$ cat src/rtl/ram_fifo_ctrl_if.sv
// Handshake and RAM-port bundle for ram_fifo_ctrl.
// The master modport is the controller side; slave is the producer/consumer/RAM side.
interface ram_fifo_ctrl_if #(
    parameter int XLEN      = 32,
    parameter int ENTRY_NUM = 32
);
    localparam int AWDTH = $clog2(ENTRY_NUM);

    logic             push_valid_i;
    logic             push_ready_o;
    logic [XLEN-1:0]  push_data_i;
    logic             pop_valid_o;
    logic             pop_ready_i;
    logic [XLEN-1:0]  pop_data_o;
    logic [AWDTH:0]   count_o;
    logic             ram_we_o;
    logic [AWDTH-1:0] ram_waddr_o;
    logic [XLEN-1:0]  ram_wdata_o;
    logic [AWDTH-1:0] ram_raddr_o;
    logic [XLEN-1:0]  ram_rdata_i;

    modport master (
        input  push_valid_i, push_data_i, pop_ready_i, ram_rdata_i,
        output push_ready_o, pop_valid_o, pop_data_o, count_o,
               ram_we_o, ram_waddr_o, ram_wdata_o, ram_raddr_o
    );

    modport slave (
        output push_valid_i, push_data_i, pop_ready_i, ram_rdata_i,
        input  push_ready_o, pop_valid_o, pop_data_o, count_o,
               ram_we_o, ram_waddr_o, ram_wdata_o, ram_raddr_o
    );
endinterface

$ cat src/rtl/ram_fifo_ctrl.sv
// FWFT queue controller over an async-read/sync-write RAM with a registered head stage.
// Latency: push at edge N is visible on pop side after edge N+1; 1 push + 1 pop per cycle.
// Backpressure: push_ready_o drops when the RAM holds ENTRY_NUM words; the head adds one more slot.
module ram_fifo_ctrl #(
    parameter int XLEN      = 32,
    parameter int ENTRY_NUM = 32,
    parameter int AWDTH     = $clog2(ENTRY_NUM)
) (
    input  logic          clk_i,
    input  logic          rst_i,
    input  logic          flush_i,
    ram_fifo_ctrl_if.master bus
);
    localparam logic [AWDTH:0] FULL_CNT = (AWDTH+1)'(ENTRY_NUM);

    logic [AWDTH-1:0] wr_ptr_q, wr_ptr_d;
    logic [AWDTH-1:0] rd_ptr_q, rd_ptr_d;
    logic [AWDTH:0]   ram_cnt_q, ram_cnt_d;
    logic             head_vld_q, head_vld_d;
    logic [XLEN-1:0]  head_data_q, head_data_d;

    logic push_ready;
    logic push_fire;
    logic pop_fire;
    logic load;

    // Ready looks only at registered RAM occupancy, so pop_ready_i never reaches it.
    assign push_ready = !rst_i && (ram_cnt_q != FULL_CNT);
    assign push_fire  = bus.push_valid_i && push_ready && !flush_i;
    assign pop_fire   = head_vld_q && bus.pop_ready_i && !flush_i;
    assign load       = (ram_cnt_q != '0) && (!head_vld_q || pop_fire) && !flush_i;

    always_comb begin
        wr_ptr_d    = wr_ptr_q;
        rd_ptr_d    = rd_ptr_q;
        ram_cnt_d   = ram_cnt_q;
        head_vld_d  = head_vld_q;
        head_data_d = head_data_q;

        if (push_fire) begin
            wr_ptr_d = wr_ptr_q + 1'b1;
        end

        if (load) begin
            rd_ptr_d    = rd_ptr_q + 1'b1;
            head_data_d = bus.ram_rdata_i;
            head_vld_d  = 1'b1;
        end else if (pop_fire) begin
            head_vld_d  = 1'b0;
        end

        if (push_fire && !load) begin
            ram_cnt_d = ram_cnt_q + 1'b1;
        end else if (load && !push_fire) begin
            ram_cnt_d = ram_cnt_q - 1'b1;
        end

        // Flush drops queue state but leaves the stale head data in place.
        if (flush_i) begin
            wr_ptr_d   = '0;
            rd_ptr_d   = '0;
            ram_cnt_d  = '0;
            head_vld_d = 1'b0;
        end
    end

    always_ff @(posedge clk_i) begin
        if (rst_i) begin
            wr_ptr_q    <= '0;
            rd_ptr_q    <= '0;
            ram_cnt_q   <= '0;
            head_vld_q  <= 1'b0;
            head_data_q <= '0;
        end else begin
            wr_ptr_q    <= wr_ptr_d;
            rd_ptr_q    <= rd_ptr_d;
            ram_cnt_q   <= ram_cnt_d;
            head_vld_q  <= head_vld_d;
            head_data_q <= head_data_d;
        end
    end

    assign bus.push_ready_o = push_ready;
    assign bus.pop_valid_o  = head_vld_q;
    assign bus.pop_data_o   = head_data_q;
    assign bus.count_o      = ram_cnt_q + (AWDTH+1)'(head_vld_q);
    assign bus.ram_we_o     = push_fire;
    assign bus.ram_waddr_o  = wr_ptr_q;
    assign bus.ram_wdata_o  = bus.push_data_i;
    assign bus.ram_raddr_o  = rd_ptr_q;
endmodule

$ cat src/flat_wrapper.sv
// flat-port wrapper written by rule: the top's interface ports become plain ports
module ram_fifo_ctrl_flat 
#(
    parameter int XLEN      = 32,
    parameter int ENTRY_NUM = 32,
    parameter int AWDTH     = $clog2(ENTRY_NUM)
)
  (clk_i, rst_i, flush_i, bus_push_valid_i, bus_push_data_i, bus_pop_ready_i, bus_ram_rdata_i, bus_push_ready_o, bus_pop_valid_o, bus_pop_data_o, bus_count_o, bus_ram_we_o, bus_ram_waddr_o, bus_ram_wdata_o, bus_ram_raddr_o);
  ram_fifo_ctrl_if #(.XLEN(XLEN), .ENTRY_NUM(ENTRY_NUM)) bus_i ();
  input  logic clk_i;
  input  logic rst_i;
  input  logic flush_i;
  input wire logic [$bits(bus_i.push_valid_i)-1:0] bus_push_valid_i;
  input wire logic [$bits(bus_i.push_data_i)-1:0] bus_push_data_i;
  input wire logic [$bits(bus_i.pop_ready_i)-1:0] bus_pop_ready_i;
  input wire logic [$bits(bus_i.ram_rdata_i)-1:0] bus_ram_rdata_i;
  output wire logic [$bits(bus_i.push_ready_o)-1:0] bus_push_ready_o;
  output wire logic [$bits(bus_i.pop_valid_o)-1:0] bus_pop_valid_o;
  output wire logic [$bits(bus_i.pop_data_o)-1:0] bus_pop_data_o;
  output wire logic [$bits(bus_i.count_o)-1:0] bus_count_o;
  output wire logic [$bits(bus_i.ram_we_o)-1:0] bus_ram_we_o;
  output wire logic [$bits(bus_i.ram_waddr_o)-1:0] bus_ram_waddr_o;
  output wire logic [$bits(bus_i.ram_wdata_o)-1:0] bus_ram_wdata_o;
  output wire logic [$bits(bus_i.ram_raddr_o)-1:0] bus_ram_raddr_o;
  assign bus_i.push_valid_i = bus_push_valid_i;
  assign bus_i.push_data_i = bus_push_data_i;
  assign bus_i.pop_ready_i = bus_pop_ready_i;
  assign bus_i.ram_rdata_i = bus_ram_rdata_i;
  assign bus_push_ready_o = bus_i.push_ready_o;
  assign bus_pop_valid_o = bus_i.pop_valid_o;
  assign bus_pop_data_o = bus_i.pop_data_o;
  assign bus_count_o = bus_i.count_o;
  assign bus_ram_we_o = bus_i.ram_we_o;
  assign bus_ram_waddr_o = bus_i.ram_waddr_o;
  assign bus_ram_wdata_o = bus_i.ram_wdata_o;
  assign bus_ram_raddr_o = bus_i.ram_raddr_o;
  ram_fifo_ctrl #(.XLEN(XLEN), .ENTRY_NUM(ENTRY_NUM), .AWDTH(AWDTH)) u_core (.clk_i(clk_i), .rst_i(rst_i), .flush_i(flush_i), .bus(bus_i));
endmodule
$ cat config.mk
export PLATFORM = sky130hd
export DESIGN_NAME = ram_fifo_ctrl_flat
export DESIGN_NICKNAME = d
export VERILOG_FILES = /design/src/rtl/ram_fifo_ctrl_if.sv /design/src/rtl/ram_fifo_ctrl.sv /design/src/flat_wrapper.sv
export SDC_FILE = /design/constraint.sdc
export NUM_CORES = 1
export LEC_CHECK = 0
export CORE_MARGIN = 5
export CORE_UTILIZATION = 36
export CTS_BUF_LIST = sky130_fd_sc_hd__clkbuf_16
export DETAILED_ROUTE_END_ITERATION = 8
export PLACE_DENSITY = 0.92
export SLEW_MARGIN = 20
export SYNTH_ARGS = -nofsm -noshare
export SYNTH_HDL_FRONTEND = slang
export SYNTH_SLANG_ARGS = --single-unit
$ cat constraint.sdc
create_clock -name clk_i -period 4 [get_ports clk_i]
set_clock_uncertainty 0.05 [all_clocks]
set_input_delay 0.4 -clock clk_i [delete_from_list [all_inputs] [get_ports clk_i]]
set_output_delay 0.4 -clock clk_i [all_outputs]
set_load 0.02 [all_outputs]
Yosys cells after proc, flatten, opt, wreduce, memory -nomap -nowiden
Index checks and enable logic that the tools add are counted.
- $add $sub $neg: 5
- eq/ne operators: 1
- muxes and demuxes: 4
- reductions and logical operators: 19
- operator list (kind ; count):
    two-way mux 6 bit ; 2
    adder 5 x 1 -> 5 bit (second input constant) ; 2
    logical AND 1 bit ; 9
    adder 6 x 1 -> 6 bit ; 1
    adder 6 x 1 -> 6 bit (second input constant) ; 1
    inequality test 6 bit (second input constant) ; 1
    nonzero test 6 bit ; 1
    subtractor 6 x 1 -> 6 bit (second input constant) ; 1
    zero test 1 bit ; 5
    nonzero test 2 bit ; 2
    two-way mux 1 bit ; 2
    OR reduction 2 bit ; 1
    logical OR 1 bit ; 1
- register bits after elaboration: 49
- logic and storage cells: 34

Longest topological paths before layout
Gate-level depths: netlist of the first run.
- word-level depth: 8
- depth in mapped cells: 13
- depth with buffers taken out: 11

Least setup slack after synthesis of the first run
Ideal clock, no wire load.
- kind: input to register
- start: input rst_i
- end: register u_core.ram_cnt_q[5]
- arrival: 3.123 ns
- data required time: 3.872 ns
- slack: 0.749 ns
- stages: 13
- cell sequence: clkbuf_1 -> or2_2 -> clkbuf_1 -> buf_1 -> nor2_1 -> ha_1 -> inv_1 -> ha_1 -> a211oi_1 -> nor2_1 -> and4b_1 -> o31a_1 -> nor3_1
- cells in the longest elaborated chain, start to end: 7
- elaborated cells between the ends (all ways): 10
- classes of those cells: mux: 1; reduce/logical: 9
- ends and longest elaborated chain (item ; line ; text):
    start, declared ; flat_wrapper.sv:11 ; input logic rst_i;
    zero test 1 bit * ; ram_fifo_ctrl.sv:28 ; assign push_ready = !rst_i && (ram_cnt_q != FULL_CNT);
    logical AND 1 bit * ; ram_fifo_ctrl.sv:28 ;
    logical AND 1 bit * (2 in series) ; ram_fifo_ctrl.sv:29 ; assign push_fire = bus.push_valid_i && push_ready && !flush_i;
    net bus_ram_we_o ; flat_wrapper.sv:21 ; output wire logic [$bits(bus_i.ram_we_o)-1:0] bus_ram_we_o;
    zero test 1 bit ; ram_fifo_ctrl.sv:54 ; end else if (load && !push_fire) begin
    logical AND 1 bit ; ram_fifo_ctrl.sv:54 ;
    nonzero test 2 bit (no source line) ; - ;
    end signal, assigned ; ram_fifo_ctrl.sv:77 ; ram_cnt_q <= ram_cnt_d;
    end, declared ; ram_fifo_ctrl.sv:18 ; logic [AWDTH:0] ram_cnt_q, ram_cnt_d;
Mark *: on every way through the listed nets, which the timed path passes. The rest lies on a longest branch.
A chain may end at the register's enable or synchronous reset.

Worst setup path in the final report of the first run
- start: register u_core.ram_cnt_q[0]
- end: register u_core.ram_cnt_q[5]
- cells in the longest elaborated chain, start to end: 7
- elaborated cells between the ends (all ways): 16
- classes of those cells: add/sub: 2; eq/ne: 1; mux: 2; reduce/logical: 11
- ends and longest elaborated chain (item):
    branches (longest 7 deep; another with subtractor 6 x 1 -> 6 bit)
Parallel ways; which one is timed is not known. The select of a mux whose other input is x is not followed.

==> summary.md, run 1 <==
| Metric | Value |
|---|---|
| Bufs on Longest Clock Path | 2 |
| ANT nets after route | 0 |
| Slack of the worst reg-to-reg path | 750 ps |
| Slew margin rel. | 69.82% |
| Slew of the pin with the lowest slew margin | 449.0 ps |
| Worst hold path cell count | 2 |
| Average via count per standard cell | 4.847 |
| Slack of the critical path | 745.1 ps |
| Count of cell types in the netlist | 38 |
| Setup TNS | 0 ps |
| Total inserted antenna cells | 0 |
| Hold Path Class | flip-flop to flip-flop |
| Die ar. | 0.008243 mm^2 |
| Pins Over Slew Limit | 0 |
| Gr usage total | 13.73% |
| Average size of a mapped cell | 8.274 um^2 |
| Type of destination of the critical path | flip-flop |
| Sequential group share of total power | 37.9% |
| Worst setup slack after placement | 614.1 ps |
| Startpoint of the most critical hold path | u_core.bus.pop_data_o[10] |
| Routed via count | 1997 |
| Pint | 1.057 mW |
| Clock buffer count from CTS | 5 |
| Area overhead of the layout relative to synthesis | 35.09% |
| Startpoint of the worst setup timing path | u_core.ram_cnt_q[0] |
| Hold-fix buffers at CTS | 0 |
| Endpoint required time on the critical path | 4160 ps |
| Cell Area, Synth | 0.002350 mm^2 |
| Standard cell core area | 0.006350 mm^2 |
| Drt initial violations | 48 |
| Clk network pwr share | 24.5% |
| Switching power of the nets | 0.5467 mW |
| LEAKAGE | 1.172 nW |
| Final setup vio count | 0 |
| Total of buffers placed on input and output ports | 87 |
| Congestion Overflow GR | 0 |
| Final Cycle Share | 81.37% |
| Cts repair resizes | 0 |
| First-pass GRT wire length | 9459 um |
| Share of the synthesized area in the top cell type | 41.75% |
| Pin count of the biggest net entering global routing | 38 |
| Clock sinks | 49 |
| Util after Layout | 49.99% |
| Post-CTS setup-driven buffer insertion count | 0 |
| Max Used Layer | met4 |
| Worst skew pair latency | 280 ps |
| Switching Share | 34.08% |
| Height of the die | 90.79 um |
| Setup repair after global routing missed its margin | no |
| Die span in x | 90.79 um |
| First-pass iteration count of the detailed router | 4 |
| Shortest clock period the worst path allows after layout | 3255 ps |
| TritonCTS clock tree | yes |
| Type of element launching the critical path | flip-flop |
| I/O pin count | 152 |
| Clock tree root driver cell | clkbuf_16 |
| Biggest area contributors in the synthesized netlist | dfxtp_1 42%, buf_4 12%, nand2_1 11%, a21oi_1 8.1%, ha_1 4.8% |
| Crit Path Class | flip-flop to flip-flop |
| Total of max-cap violations | 0 |
| Average wire length per cell after detail routing | 14.09 um |
| Fmax | 307.2 MHz |
| Worst IR Drop VDD | 0.2628 mV |
| Nets | 413 |
| Flip-flop and latch count after synthesis | 49 |
| Num rows | 29 |
| Post-route DRC violation count | 0 |
| Gp weighted congestion | 0.7429 |
| Portion of the post-synthesis area used by sequential elements | 41.75% |
| Layout cells sized above 1 | 4.776% |
| Number of antenna violations at the first check in global routing | 0 |
| Number of levels in the clock H-tree | 2 |
| Number of cells produced by synthesis | 284 |
| Met3 wire len | 516 um |
| Largest area contributor in the synthesized netlist | dfxtp_1 |
| Biggest fanout along the worst timing path | 7 |
| Arrival time reported for the critical path endpoint | 3410 ps |
| Final Hold Viols | 0 |
| Drt total wl | 5804 um |
| Post-route met1 wirelength | 2242 um |
| DP HPWL | 4308 um |
| Met2 wire length | 2909 um |
| Areal power density over the cells | 505.3 mW/mm^2 |
| Result of the run | finished clean |
| Syn Nets | 363 |
| Effective utilization at floorplan | 37.00% |
| Clock-pin slew reported for the worst setup and hold paths after clock tree synthesis | 60 ps |
| Total design power | 1.604 mW |
| Depth of the worst register-to-register path | 11 |
| Number of global-route vias before repair | 2000 |
| Launch instance of the worst register-to-register path | u_core.ram_cnt_q[0] |
| YS warnings | 0 |
| Combinational fraction of design power | 37.6% |
| Worst hold margin | 401.7 ps |
==> worst paths after layout <==
kind | end
max | u_core.ram_cnt_q[5]
max reg2reg | u_core.ram_cnt_q[5]
min reg2reg | u_core.bus.pop_data_o[10]
min | u_core.bus.pop_data_o[10]
==> synth_stat cells <==
master     n
a31oi_1    2
clkbuf_2   1
nand2_1   68
clkbuf_1   6
or4_4      1
nand4_1    2
buf_1      1
a311oi_2   1
inv_2      1
nor3_1     3
a21o_2     1
mux2i_1    2
a211oi_1   2
o21ai_0    1
fa_1       1
or2_2      1
inv_1      3
o31ai_4    1
o31ai_1    1
and3_1     1
xor2_1     9
o31a_1     1
buf_4     36
xnor2_1    5
or3_1      1
nor2_1    19
nor4_2     1
a21oi_1   38
dfxtp_1   49
buf_2      3
or4_1      1
ha_1       9
o21ai_1    1
and4b_1    1
nand3_1    5
nor2b_1    1
a21o_1     2
nor4_1     2
==> cell usage in the layout, fill, tap and decap left out <==
master / count
a311oi_4: 1
or4_1: 1
dfxtp_1: 49
inv_1: 5
a21o_1: 2
nor3_1: 3
or4_4: 1
and3_1: 1
clkinvlp_4: 1
nor4_1: 2
clkdlybuf4s50_1: 87
or3_1: 1
o31a_1: 1
nor2b_1: 1
nand2_1: 68
a211oi_1: 2
o21ai_1: 1
mux2i_1: 2
a21o_2: 1
or2_2: 1
clkbuf_16: 5
nand4_1: 2
xnor2_1: 5
o31ai_4: 1
nand3_1: 5
o31ai_1: 1
a21oi_1: 38
a31oi_1: 2
xor2_1: 9
nor2_1: 19
ha_1: 9
nor4_2: 1
inv_2: 1
fa_1: 1
buf_4: 3
and4b_1: 1
o21ai_0: 1
==> stage by stage <==
| step | cell area [um^2] | std cells |
|---|---|---|
| 2_1_floorplan | 2350 | 284 |
| 3_3_place_gp | 3034 | 404 |
| 3_5_place_dp | 3034 | 404 |
| 4_1_cts | 3174 | 412 |
| 5_1_grt | 3174 | 412 |
| 6_report | 3174 | 412 |
==> layout make-up <==
| type | count | area, um^2 |
|---|---|---|
| fill | 569 | 3176 |
| multi-input combinational | 184 | 1049 |
| sequential | 49 | 980.9 |
| timing repair buffer | 90 | 893.4 |
| clock buffer | 5 | 125.1 |
| tap | 77 | 96.34 |
| clock inverter | 3 | 15.01 |
| inverter | 4 | 15.01 |
==> metal layers <==
layer | global-route usage (%) | vias up
met5 | 0 | -
met4 | 5.257 | 0
met3 | 5.000 | 17
met2 | 25.73 | 76
met1 | 13.60 | 904
li1 | - | 1000
==> logic make-up after synthesis <==
family | share of synthesized area, %
AO/OA/AOI/OAI | 12.94
XOR/XNOR | 5.218
adder cells (fa/ha/maj) | 5.644
buffers and inverters | 14.11
flip-flops | 41.75
multiplexers | 0.8520
AND/OR/NAND/NOR | 19.49
==> power by group through the flow <==
| stage | logic (mW) | clock network, mW | registers (mW) |
|---|---|---|---|
| CTS | 0.609 | 0.413 | 0.608 |
| detailed placement | 0.607 | 0 | 0.619 |
| global placement | 0.591 | 0 | 0.614 |
| global route | 0.657 | 0.431 | 0.617 |
| finish | 0.603 | 0.393 | 0.608 |
| floorplan | 0.356 | 0 | 0.681 |
==> state kept, by name (all words and copies together), names as in the netlist <==
register                count
u_core.bus.pop_data_o      32
u_core.bus.pop_valid_o      1
u_core.bus.ram_raddr_o      5
u_core.bus.ram_waddr_o      5
u_core.ram_cnt_q            6
==> critical path, stage by stage (launching register included) <==
cell,delay [ps]
dfxtp_1,400
or4_4,590
o31ai_4,300
nor2_1,110
ha_1,260
inv_1,180
ha_1,280
a211oi_1,260
nor2_1,110
and4b_1,220
o31a_1,230
nor3_1,160
No activity file was read; power rests on OpenSTA's default activity.
==> run 2: changes to the inputs <==
Settings changed: CORE_UTILIZATION 36 to 33, PLACE_DENSITY 0.92 to 0.89.
Clock period 4 ns to 2.9 ns, I/O delays scaled along.
==> run 2 against run 1 <==
Net effect:
- sequential share of layout area decreased by 1.2 points
- design area increased by 4.0%
- utilization decreased by 1.9 points
- count of clock-buffer cells in the layout unchanged
- worst setup slack got worse by 640 ps
- highest routed layer unchanged
==> summary.md, run 2 (same netlist as run 1, synthesis figures left out) <==
| Metric | Value |
|---|---|
| Num rows | 30 (+3.4%) |
| Fmax | 357.4 MHz (+16%) |
| Drt initial violations | 52 (+8.3%) |
| Standard cell core area | 0.006869 mm^2 (+8.2%) |
| Final setup vio count | 0 (unchanged) |
| Leading cell type in the layout, fill and taps excluded | clkdlybuf4s50_1 |
| Slew margin rel. | 73.43% (+3.6 points) |
| TritonCTS clock tree | yes |
| Slew of the pin with the lowest slew margin | 398.6 ps (-50.43 ps) |
| Worst hold margin | 402.6 ps (+0.8810 ps) |
| Nets | 423 (+2.4%) |
| Final Cycle Share | 96.48% (+15 points) |
| Final Hold Viols | 0 (unchanged) |
| Clock tree root driver cell | clkbuf_16 |
| I/O pin count | 152 (unchanged) |
| Worst IR Drop VDD | 0.4838 mV (+84%) |
| Post-CTS setup-driven buffer insertion count | 0 (unchanged) |
| First-pass iteration count of the detailed router | 4 (unchanged) |
| Ordered cell list for the critical path | or4_4 -> o31ai_4 -> nor2_4 -> ha_4 -> inv_2 -> ha_1 -> a211oi_2 -> nor2_1 -> and4b_1 -> o31a_1 -> nor3_1 |
| Slack of the worst reg-to-reg path | 100 ps (-640 ps) |
| Critical R2R Capture | u_core.ram_cnt_q[5] |
| Crit Path Class | flip-flop to flip-flop |
| Biggest fanout along the worst timing path | 5 (-2) |
| Total inserted antenna cells | 0 (unchanged) |
| Die ar. | 0.008908 mm^2 (+8.1%) |
| Setup TNS | 0 ps (unchanged) |
| Depth of the worst register-to-register path | 11 (unchanged) |
| Cell at the slowest stage of the critical path | or4_4 |
| Bufs on Longest Clock Path | 2 (unchanged) |
| Total of max-cap violations | 0 (unchanged) |
| Flip-flop count of the largest register, all copies and words added | 32 (unchanged) |
| Effective utilization at floorplan | 34.21% (-2.8 points) |
| Drt total wl | 6028 um (+3.9%) |
| Count of filler cells inserted in the layout | 659 (+16%) |
| Result of the run | finished clean |
| Post-route DRC violation count | 0 (unchanged) |
| Number of levels in the clock H-tree | 2 (unchanged) |
| ANT nets after route | 0 (unchanged) |
| Launch instance of the worst register-to-register path | u_core.ram_cnt_q[0] |
| Clock sinks | 49 (unchanged) |
| Clock-pin slew reported for the worst setup and hold paths after clock tree synthesis | 70 ps (about the same) |
| Worst skew pair latency | 280 ps (about the same) |
| Startpoint of the worst setup timing path | u_core.ram_cnt_q[0] |
| Peak per-stage delay on the critical path | 550 ps (-40 ps) |
| Number of antenna violations at the first check in global routing | 0 (unchanged) |
| Capturing instance or port of the critical path | u_core.ram_cnt_q[5] |
| First-pass GRT wire length | 9770 um (+3.3%) |
| DP HPWL | 4461 um (+3.6%) |
| LEAKAGE | 1.229 nW (+4.8%) |
| Gr usage total | 13.62% (-0.11 points) |
| Average via count per standard cell | 4.639 (-4.3%) |
| Number of global-route vias before repair | 2189 (+9.5%) |
| Height of the die | 94.38 um (+4.0%) |
| Areal power density over the cells | 694.6 mW/mm^2 (+37%) |
| Total of buffers placed on input and output ports | 87 (unchanged) |
| Setup repair after global routing missed its margin | no |
| Layout cells sized above 1 | 9.275% (+4.5 points) |
| Shortest clock period the worst path allows after layout | 2798 ps (-456.8 ps) |
| Routed via count | 2046 (+2.5%) |
| Hold Path Class | flip-flop to flip-flop |
| Type of destination of the critical path | flip-flop |
| Type of element launching the critical path | flip-flop |
| Endpoint required time on the critical path | 3060 ps (-1100 ps) |
| Clock buffer count from CTS | 5 (unchanged) |
| Pin count of the biggest net entering global routing | 38 (unchanged) |
| Die span in x | 94.38 um (+4.0%) |
| Gp weighted congestion | 0.7491 (+0.83%) |
| Pins Over Slew Limit | 0 (unchanged) |
| Area overhead of the layout relative to synthesis | 40.52% |
| Congestion Overflow GR | 0 (unchanged) |
| Top library cells by usage in the layout, fill and taps aside | 87 x clkdlybuf4s50_1, 68 x nand2_1, 48 x dfxtp_1 |
| Average wire length per cell after detail routing | 13.67 um (-3.0%) |
| Arrival time reported for the critical path endpoint | 2960 ps (-450 ps) |
==> run 2: layout make-up <==
type | instances | area (um^2) | area share (%)
multi-input combinational | 184 | 1074 | 32.51
sequential | 49 | 982.2 | 29.75
timing repair buffer | 100 | 968.4 | 29.33
inverter | 4 | 15.01 | 0.4547
clock inverter | 3 | 17.52 | 0.5305
tap | 96 | 120.1 | 3.638
clock buffer | 5 | 125.1 | 3.789
==> run 2: worst max-delay path, delay by kind of cell (launching register included) <==
family / cells / cell delay [ps]
compound gates: 3 / 770
simple gates: 5 / 1060
buf+inv: 1 / 90
flops: 1 / 320
fa+ha+maj: 2 / 420
==> run 2: worst min-delay path by stage <==
stage	start	end	slack [ps]	depth (start not counted)
floorplan	bus_ram_rdata_i[0]	u_core.bus.pop_data_o[0]	380	2
CTS	u_core.bus.pop_data_o[16]	u_core.bus.pop_data_o[16]	410	2
global route	u_core.bus.pop_data_o[16]	u_core.bus.pop_data_o[16]	430	2
detailed placement	u_core.bus.pop_data_o[16]	u_core.bus.pop_data_o[16]	400	2
finish	u_core.bus.pop_data_o[16]	u_core.bus.pop_data_o[16]	400	2
global placement	u_core.bus.pop_data_o[16]	u_core.bus.pop_data_o[16]	390	2
==> run 2: through the flow <==
stage / utilization (%) / worst slack [ps] / instance area (um^2) / total power, mW / instances
2_1_floorplan: - / 25.46 / 2372 / 1.438 / 284
3_3_place_gp: 45.92 / 197.6 / 3154 / 1.716 / 433
3_5_place_dp: 45.92 / 84.71 / 3154 / 1.746 / 433
4_1_cts: 48.00 / 76.75 / 3297 / 2.326 / 441
5_1_grt: 48.07 / 9.957 / 3302 / 2.445 / 441
6_report: 48.07 / 102.0 / 3302 / 2.294 / 441
==> run 2: timing repair <==
| action | in CTS | in global routing |
|---|---|---|
| gates resized for setup | 0 | 1 |
| setup endpoints to repair | 0 | 1 |
| hold buffers | 0 | 0 |
==> run 2: metal layers <==
layer	wire, um	vias up	GRT usage (%)
li1	-	1026	-
met2	3031	80	24.94
met4	82	0	5.054
met1	2434	926	14.43
met3	478	14	4.542
met5	0	-	0
==> run 2: power breakdown <==
part | total, mW | switching [mW] | leakage [nW] | internal, mW
registers | 0.825 | 0.0577 | 0.398 | 0.767
logic | 0.898 | 0.481 | 0.755 | 0.417
clock network | 0.571 | 0.252 | 0.0754 | 0.318
total | 2.29 | 0.791 | 1.23 | 1.50
